===== src/rtl/prio_scan_pkg.sv =====
// Shared FSM state type and popcount helper for the priority scan encoder.
// Combinational helpers only; no latency or backpressure of their own.
package prio_scan_pkg;

   typedef enum logic {IDLE, EMIT} state_t;

   // Vectors are zero-extended to this width before counting.
   localparam int POP_W = 256;

   function automatic logic [8:0] popcount(input logic [POP_W-1:0] v);
      logic [8:0] n;
      n = '0;
      for (int i = 0; i < POP_W; i++) n = n + {8'd0, v[i]};
      return n;
   endfunction

endpackage


===== src/rtl/prio_scan_encoder_pick.sv =====
// Find-first-set over a vector, lowest or highest bit first; returns index and one-hot mask.
// Purely combinational: zero latency, no backpressure.
module prio_pick
   import prio_scan_pkg::*;
#(
   parameter int WIDTH     = 8,
   parameter bit MSB_FIRST = 1'b0,
   localparam int IDX_W    = $clog2(WIDTH)
) (
   input  logic [WIDTH-1:0] vec,
   output logic [IDX_W-1:0] idx,
   output logic [WIDTH-1:0] mask
);

   always_comb begin
      int  j;
      logic found;
      j     = 0;
      found = 1'b0;
      idx   = '0;
      mask  = '0;
      for (int i = 0; i < WIDTH; i++) begin
         j = MSB_FIRST ? (WIDTH - 1 - i) : i;
         if (!found && vec[j]) begin
            found   = 1'b1;
            idx     = IDX_W'(j);
            mask[j] = 1'b1;
         end
      end
   end

endmodule


===== src/rtl/prio_scan_encoder.sv =====
// Accepts a request vector, then emits each set-bit index one beat per handshake; 1-cycle latency.
// Beats hold stable under out_ready low; no new vector accepted mid-burst. PRIO_SCAN_COUNT_EN adds out_count.
module prio_scan_encoder
   import prio_scan_pkg::*;
#(
   parameter int WIDTH     = 8,
   parameter bit MSB_FIRST = 1'b0,
   localparam int IDX_W    = $clog2(WIDTH)
) (
   input  logic             clk,
   input  logic             rst_n,
   input  logic             en,
   input  logic             in_valid,
   output logic             in_ready,
   input  logic [WIDTH-1:0] in_vec,
   output logic             out_valid,
   input  logic             out_ready,
   output logic [IDX_W-1:0] out_idx,
   output logic             out_last,
   output logic             out_none
`ifdef PRIO_SCAN_COUNT_EN
   ,
   output logic [IDX_W:0]   out_count
`endif
);

   state_t           state;
   logic [WIDTH-1:0] pend;
   logic [WIDTH-1:0] pick_mask;
   logic             none_q;
   logic             accept;
   logic             single;

   prio_pick #(
      .WIDTH     (WIDTH),
      .MSB_FIRST (MSB_FIRST)
   ) u_pick (
      .vec  (pend),
      .idx  (out_idx),
      .mask (pick_mask)
   );

   // At most one bit left means the current pick is the final beat.
   assign single    = ((pend & (pend - WIDTH'(1))) == '0);
   assign accept    = in_valid && in_ready;
   assign in_ready  = en && (state == IDLE);
   assign out_valid = (state == EMIT);
   assign out_last  = out_valid && single;
   assign out_none  = none_q;

   always_ff @(posedge clk or negedge rst_n) begin
      if (!rst_n) begin
         state  <= IDLE;
         pend   <= '0;
         none_q <= 1'b0;
      end else begin
         case (state)
            IDLE: begin
               if (accept) begin
                  pend   <= in_vec;
                  none_q <= (in_vec == '0);
                  state  <= EMIT;
               end
            end
            EMIT: begin
               if (out_ready) begin
                  pend <= pend & ~pick_mask;
                  if (single) state <= IDLE;
               end
            end
            default: state <= IDLE;
         endcase
      end
   end

`ifdef PRIO_SCAN_COUNT_EN
   logic [POP_W-1:0] vec_wide;

   always_comb begin
      vec_wide              = '0;
      vec_wide[WIDTH-1:0]   = in_vec;
   end

   always_ff @(posedge clk or negedge rst_n) begin
      if (!rst_n)      out_count <= '0;
      else if (accept) out_count <= (IDX_W + 1)'(popcount(vec_wide));
   end
`endif

endmodule


===== config.mk =====
export PLATFORM = sky130hd
export DESIGN_NAME = prio_scan_encoder
export DESIGN_NICKNAME = d
export VERILOG_FILES = /design/src/rtl/prio_scan_pkg.sv /design/src/rtl/prio_scan_encoder_pick.sv /design/src/rtl/prio_scan_encoder.sv
export SDC_FILE = /design/constraint.sdc
export NUM_CORES = 1
export LEC_CHECK = 0
export ABC_AREA = 1
export BUFFER_PORTS_ARGS = -buffer_cell sky130_fd_sc_hd__buf_4
export CELL_PAD_IN_SITES_DETAIL_PLACEMENT = 0
export CELL_PAD_IN_SITES_GLOBAL_PLACEMENT = 1
export CORE_MARGIN = 3
export CORE_UTILIZATION = 34
export DETAILED_ROUTE_END_ITERATION = 8
export PLACE_DENSITY_LB_ADDON = 0.1
export SETUP_SLACK_MARGIN = 0.05
export SLEW_MARGIN = 20
export SYNTH_ARGS = -nofsm -noshare
export SYNTH_HDL_FRONTEND = slang
export SYNTH_SLANG_ARGS = --single-unit

===== constraint.sdc =====
create_clock -name clk -period 1.6 [get_ports clk]
set_clock_uncertainty 0.1 [all_clocks]
set_input_delay 0.32 -clock clk [delete_from_list [all_inputs] [get_ports clk]]
set_output_delay 0.32 -clock clk [all_outputs]
set_load 0.005 [all_outputs]

* After elaboration in Yosys (flattened, before gate mapping)
Index checks and enable logic that the tools add are counted.
** Storage, ports and cells
- Register bits after elaboration :: 10
- Logic and storage cells :: 59
- Bits of input ports :: 13
** Operators by class
- Bitwise gates (word level) :: 4
- $add $sub $neg :: 1
- Reduce and logical (&&, ||, !) cells :: 21
- Equality and inequality tests :: 2
- Mux-type cells :: 28
** Operator list (count)
- $mux 1 :: 18
- $and 8x8->8 :: 2
- $logic_not 8->1 :: 2
- $mux 8 :: 2
- $pmux 8 s2 :: 1
- $mux 3 :: 4
- $logic_and 1x1->1 :: 10
- $not 8->8 :: 1
- $sub 8x1->8 const B :: 1
- $logic_not 1->1 :: 7
- $mux 2 :: 2
- $ne 2x2->1 const B :: 2
- $reduce_and 2->1 :: 2
- $pmux 1 s2 :: 1
- $not 1->1 :: 1

* Logic depth before layout (Yosys ltp)
Gate-level depths: netlist of the first run.
- Depth in word-level cells :: 26
- Depth in mapped cells :: 8

* Modules after synthesis
Synthesis of the first run repeated with hierarchy kept, for this count alone.
** Unflattened totals
- Cell total of the unflattened synthesis :: 109
- Area total of the unflattened synthesis :: 724.4 um^2
** By module, submodules not included
- prio_scan_encoder :: area an instance 558.0 um^2, cells an instance 80, seq. area each 250.2 um^2, times used 1
- prio_pick :: area an instance 166.4 um^2, cells an instance 29, seq. area each 0.0 um^2, times used 1

* Worst setup path before layout of the first run
Ideal clock, no wire load.
- Kind :: register to output
- From :: register pend[1]
- To :: output port out_last
- Path slack :: 0.114 ns
- Arrival :: 1.066 ns
- Stages on the path, launching flop included :: 8
- Path buffers :: 0
- Path through :: dfrtp_1 nor2_4 nand2_2 nor2_4 nor2_2 nor2_2 nand2_1 nor2_1
** Between the ends
- Cells in the longest elaborated chain, start to end :: 4
** Ends and longest elaborated chain
- from (decl) :: line prio_scan_encoder.sv:28 : logic [WIDTH-1:0] pend;
- from (signal assigned) :: line prio_scan_encoder.sv:60 : pend <= in_vec;
- from (signal assigned) :: line prio_scan_encoder.sv:67 : pend <= pend & ~pick_mask;
- $sub 8x1->8 :: line prio_scan_encoder.sv:44 : assign single = ((pend & (pend - WIDTH'(1))) == '0);
- $and 8x8->8 * :: line prio_scan_encoder.sv:44
- $logic_not 8->1 * :: line prio_scan_encoder.sv:44
- $logic_and 1x1->1 * :: line prio_scan_encoder.sv:48 : assign out_last = out_valid && single;
- to (decl) :: line prio_scan_encoder.sv:19 : output logic out_last,
Every way passes the cells marked *; elsewhere a longest branch is shown, timed or not.

* Final worst setup path of the first run
Same ends and word-level chain as after synthesis.

==> reports/qor.csv, run 1 <==
metric,value,unit
Worst Hold Class,input port to register,
critical path type,register to output port,
"non-filler cells, final",147,
DR pass1 iterations,4,
H-tree depth,1,
initial antenna violation count,0,
Final WS setup,-0.4064,ns
largest net degree at the start of global routing,13,
register area share after synthesis,0.3937,
Worst slew margin,0.8322,
worst path arrival time,1.59,ns
gate count after technology mapping,83,
post-synthesis compound-gate area fraction,0.2126,
"slowest stage delay, CP",0.41,ns
final setup violation count,4,
Worst-Margin Slew,0.2494,ns
Layout Cell Area excl Fill,1016,µm²
CP top delay family,simple AND/OR/NAND/NOR gates,
Mapped Area,635.6,µm²
DR vias/cell,4.973,
Final #Nets,138,
Buffers on Ports,19,
die span in x,49.24,µm
mux share of post-synthesis cell area,0,
Root Buffer,clkbuf_4,
FILL cells,161,
violated checks,setup timing,
Leakage,0.5049,nW
yosys warns,0,
clock sinks,10,
FF-to-FF path depth,8,
Slew Limit Fails,0,
startpoint class of the critical path,register,
Placed Instances,139,
status,"complete, but fails checks",
layout cells sized above 1,0.5041,
post-route ant nets,0,
Syn Area/Cell,7.658,µm²
worst-path cell chain,"nor2_4, nand3_2, nand2_2, nand2_1, nor2_2, nand2_1, nor2_2, buf_4",
worst-path maximum fanout,5,
Die H,49.24,µm
largest family of logic cells by synthesized area,simple AND/OR/NAND/NOR gates,
vias,731,
Die ar.,2424,µm²
initial drt markers,19,
DRT Wirelength,2013,µm
num rows,14,
number of synthesized register bits,10,
Tmin final,2.006,ns
Synth Area in Adders,0,
Overall Power,2.065,mW
via count of the first global-routing pass,777,
Post-DP Area,902.1,µm²
first-pass GRT wire length,3374,µm
clk buf depth,2,
I/O pins,20,
Cell Pwr Density,2033,nW/µm²
critical path buffer and inverter count,1,
TritonCTS Buffers,3,
DRC errors left,0,
R2R Setup Slk,0.17,ns
Hold Path Cell Cnt,4,
FF-to-FF Start,pend[1],
Worst EP required,1.18,ns
Worst Hold End,out_none,
Crit. End Element,output port,
Max-Cap Viols,0,
Tcrit/Tclk final,1.254,
xor/xnor share of the synthesized area,0,
routed length per instance,13.69,µm
initial core utilization,0.3902,
CTS tree,done,
min-delay src,in_vec[0],
Final GP Congestion,0.9097,
Synth Net Count,96,
peak supply drop,1.161,mV
clk_lat worst skew,0.27,ns
Cell variety after synth,19,
reg-to-reg endpoint,out_valid,
simple-gate share of the synthesized area,0.3228,
CORE AREA,1629,µm²
diode count,0,
RSZ-0062 raised after global routing,true,
setup TNS,-1.154,ns
"Reg clk slew, reported paths",0.07,ns
final hold viol count,0,
P&R area growth vs syn,59.84,%
placed wire-length estimate,1442,µm
gr usage total,0.1780,
fmax,498.4,MHz
CP max stage cell,dfrtp_1,
grt total ovfl,0,
cell families (layout without fill, tap and decap cells):
logic type / Yosys count / after routing
DFF: 10 / 10
buffers and inverters: 10 / 50
AOI/OAI and AO/OA: 21 / 21
and+or+nand+nor: 42 / 42
stage by stage:
step | hold WS [ns] | worst slack [ns] | util
finish | 0.2038 | -0.4064 | 0.6237
floorplan | -0.07559 | 0.1141 | -
global route | 0.2221 | -0.5055 | 0.6237
detailed placement | 0.05718 | -0.04919 | 0.5538
CTS | 0.2117 | -0.3170 | 0.6144
global placement | 0.05860 | -0.04952 | 0.5538
tightest hold or removal path: stages:
cell and delay (ns):
buf_4 0.08, nor4_1 0.04, nand2_1 0.05, o21ai_1 0.05
flip-flops by register name, summed over array words and instances (netlist names):
| name | flops |
|---|---|
| out_none | 1 |
| pend | 8 |
| out_valid | 1 |
how the worst max path moves through the flow:
stage / from / to / slack (ns) / cells past startpoint
2_1_floorplan: pend[1] / out_last / 0.11 / 7
3_3_place_gp: pend[2] / out_last / -0.05 / 8
3_5_place_dp: pend[1] / out_last / -0.05 / 8
4_1_cts: pend[0] / out_last / -0.32 / 8
5_1_grt: pend[1] / out_last / -0.51 / 8
6_report: pend[1] / out_last / -0.41 / 8
synth_stat cells:
cell type / n / area share
nor2_4: 2 / 0.035
buf_6: 1 / 0.018
nand2_2: 4 / 0.039
o21ai_1: 5 / 0.039
nand3_1: 6 / 0.047
inv_2: 2 / 0.012
inv_1: 7 / 0.041
nand2_1: 19 / 0.11
a311oi_1: 1 / 0.014
o221ai_1: 3 / 0.041
o21ai_0: 1 / 0.0079
a22oi_1: 3 / 0.035
nor2_2: 4 / 0.039
nor2_1: 5 / 0.030
nor4_1: 2 / 0.020
a21oi_1: 6 / 0.047
a32o_1: 1 / 0.016
dfrtp_1: 10 / 0.39
o211ai_1: 1 / 0.012
repair_timing:
action / in CTS / in global routing
endpoints found under the hold margin: 10 / 0
pin swaps: 4 / 4
resized for setup: 8 / 5
endpoints found under the setup margin: 4 / 4
hold buffers: 1 / 0
setup buffers: 4 / 0
layer usage:
metal	wire [µm]	GRT usage	vias up
li1	-	-	367
met1	894	0.2135	337
met2	999	0.3147	23
met3	99	0.02446	4
met4	20	0.07109	0
met5	0	0	-
cell type report:
type,count,area [µm²],share of cell area
inverter,9,33.78,0.03325
sequential,10,250.2,0.2463
tap,24,30.03,0.02956
timing repair buffer,38,291.5,0.2869
clock buffer,3,22.52,0.02217
multi-input combinational,63,387.9,0.3818
where the power goes:
group | total (mW) | switching (mW) | internal, mW
Sequential | 0.471 | 0.112 | 0.359
Clock | 0.172 | 0.0848 | 0.0868
Combinational | 1.42 | 0.707 | 0.716
placed cells by master, fill, tap and decap left out:
master,netlist,routed
buf_4,0,36
nand2_1,19,16
dfrtp_1,10,10
inv_1,7,7
nor2_2,4,6
nand2_2,4,6
a21oi_1,6,6
o21ai_1,5,5
nand3_1,6,4
nor2_4,2,3
a22oi_1,3,3
clkbuf_4,0,3
nand3_2,0,2
nor2_1,5,2
o221ai_1,3,2
inv_2,2,2
nor4_1,2,2
nand2_4,0,1
o221ai_2,0,1
a311oi_2,0,1
o211ai_1,1,1
o21ai_0,1,1
a32o_1,1,1
dlygate4sd3_1,0,1
buf_6,1,1
No activity file was read; power rests on OpenSTA's default activity.
==> inputs of run 2 (changes only) <==
--- a/config.mk
+++ b/config.mk
@@ -14,6 +14,7 @@
 export DETAILED_ROUTE_END_ITERATION = 8
 export PLACE_DENSITY_LB_ADDON = 0.1
 export SETUP_SLACK_MARGIN = 0.05
+export SKIP_CTS_REPAIR_TIMING = 1
 export SLEW_MARGIN = 20
 export SYNTH_ARGS = -nofsm -noshare
 export SYNTH_HDL_FRONTEND = slang
==> run 2 against run 1 <==
Effect of this change:
- the run still ends with setup timing left
- sequential cell count is the same
- utilization shrank 1.9 points
- wire length shrank 4.3%
- non-clock buffer count shrank 2
- register-to-register slack gained 0.05 ns
- critical endpoint unchanged
==> reports/qor.csv, run 2 (synthesized netlist as in run 1, its figures left out) <==
metric,value,unit
sequential share of power,0.239,
Final WS setup,-0.3505,ns
initial core utilization,0.3902,
R2R Setup Slk,0.22,ns
Buffers on Ports,19,
"most common cell after layout, fill and taps aside",buf_4,
Cell Pwr Density,1995,nW/µm²
largest net degree at the start of global routing,13,
Worst Hold End,out_none,
placed wire-length estimate,1442,µm
most frequent cells in the layout,"35 x buf_4, 17 x nand2_1, 9 x dfrtp_1",
clock sinks,10,
"Reg clk slew, reported paths",0.07,ns
worst-path maximum fanout,5,
DR pass1 iterations,4,
clock power share,0.089,
Crit. End Element,output port,
FF-to-FF path depth,8,
DRT Wirelength,1926,µm
reg-to-reg endpoint,out_valid,
I/O pins,20,
H-tree depth,1,
initial drt markers,17,
min-delay src,in_vec[0],
Die ar.,2424,µm²
clk_lat worst skew,0.27,ns
Comb pwr share,0.672,
startpoint class of the critical path,register,
Leakage,0.4910,nW
Worst Hold Class,input port to register,
Worst EP required,1.18,ns
Hold Path Cell Cnt,4,
worst hold slack,0.2006,ns
first-pass GRT wire length,3084,µm
max FFs per register,8,
layout cells sized above 1,0.4793,
via count of the first global-routing pass,727,
DR vias/cell,5.034,
Root Buffer,clkbuf_4,
Largest Register,pend,
violated checks,setup timing,
final hold viol count,0,
Worst slew margin,0.8321,
final setup violation count,4,
post-route ant nets,0,
worst path arrival time,1.53,ns
critical path type,register to output port,
P&R area growth vs syn,54.92,%
internal power,1.104,mW
fmax,512.7,MHz
FF-to-FF Start,pend[0],
status,"complete, but fails checks",
peak supply drop,1.144,mV
initial antenna violation count,0,
Worst-Margin Slew,0.2496,ns
routed length per instance,13.28,µm
Tcrit/Tclk final,1.219,
setup TNS,-0.9749,ns
CORE AREA,1629,µm²
TritonCTS Buffers,3,
Tmin final,1.951,ns
vias,730,
die span in x,49.24,µm
Final #Nets,136,
num rows,14,
CTS tree,done,
diode count,0,
clk buf depth,2,
Slew Limit Fails,0,
Final GP Congestion,0.9097,
Die H,49.24,µm
Max-Cap Viols,0,
DRC errors left,0,
Sw Ratio,0.4379,
RSZ-0062 raised after global routing,true,
gr usage total,0.1633,
Sw Pwr,0.8600,mW
grt total ovfl,0,
[run 2: how the worst max path moves through the flow]
stage	from	end	slack, ns
after floorplan	pend[1]	out_last	0.11
after global placement	pend[2]	out_last	-0.05
after detailed placement	pend[1]	out_last	-0.05
after CTS	pend[1]	out_last	-0.34
after global routing	pend[0]	out_last	-0.46
final	pend[0]	out_last	-0.35
[run 2: area by class of cell]
| class | count | area, µm² |
|---|---|---|
| flip-flops and latches | 10 | 251.5 |
| clock buffers | 3 | 22.52 |
| fillers | 166 | 644.4 |
| repair buffers | 36 | 272.8 |
| well taps | 24 | 30.03 |
| inverters | 9 | 33.78 |
| multi-input cells | 63 | 374.1 |
[run 2: power by group through the flow]
| stage | registers [mW] | clock network, mW | logic (mW) |
|---|---|---|---|
| 2_1_floorplan | 0.456 | 0 | 0.634 |
| 3_3_place_gp | 0.456 | 0 | 1.17 |
| 3_5_place_dp | 0.459 | 0 | 1.17 |
| 4_1_cts | 0.455 | 0.173 | 1.18 |
| 5_1_grt | 0.479 | 0.188 | 1.47 |
| 6_report | 0.470 | 0.174 | 1.32 |
[run 2: metal layers]
layer	track usage	vias up	wire length [µm]
met5	0	-	0
met3	0.02446	5	92
li1	-	369	-
met2	0.2768	21	909
met4	0.07109	0	36
met1	0.2022	335	888
[run 2: worst max-delay path: stages (launching register included)]
cell and delay (ns):
dfrtp_1 0.40, nor2_4 0.20, nand2_4 0.09, nor2_4 0.10, nor2_2 0.05, nor2_2 0.13
nand2_1 0.08, nor2_2 0.10, buf_4 0.11
[run 2: stage by stage]
stage | std cells | area (µm²) | total power, mW | utilization | setup slack (ns)
after global routing | 145 | 984.7 | 2.136 | 0.6045 | -0.4615
after detailed placement | 139 | 902.1 | 1.630 | 0.5538 | -0.04919
after global placement | 139 | 902.1 | 1.630 | 0.5538 | -0.04952
after floorplan | 83 | 635.6 | 1.090 | - | 0.1141
after CTS | 142 | 924.6 | 1.810 | 0.5676 | -0.3357
final | 145 | 984.7 | 1.964 | 0.6045 | -0.3505
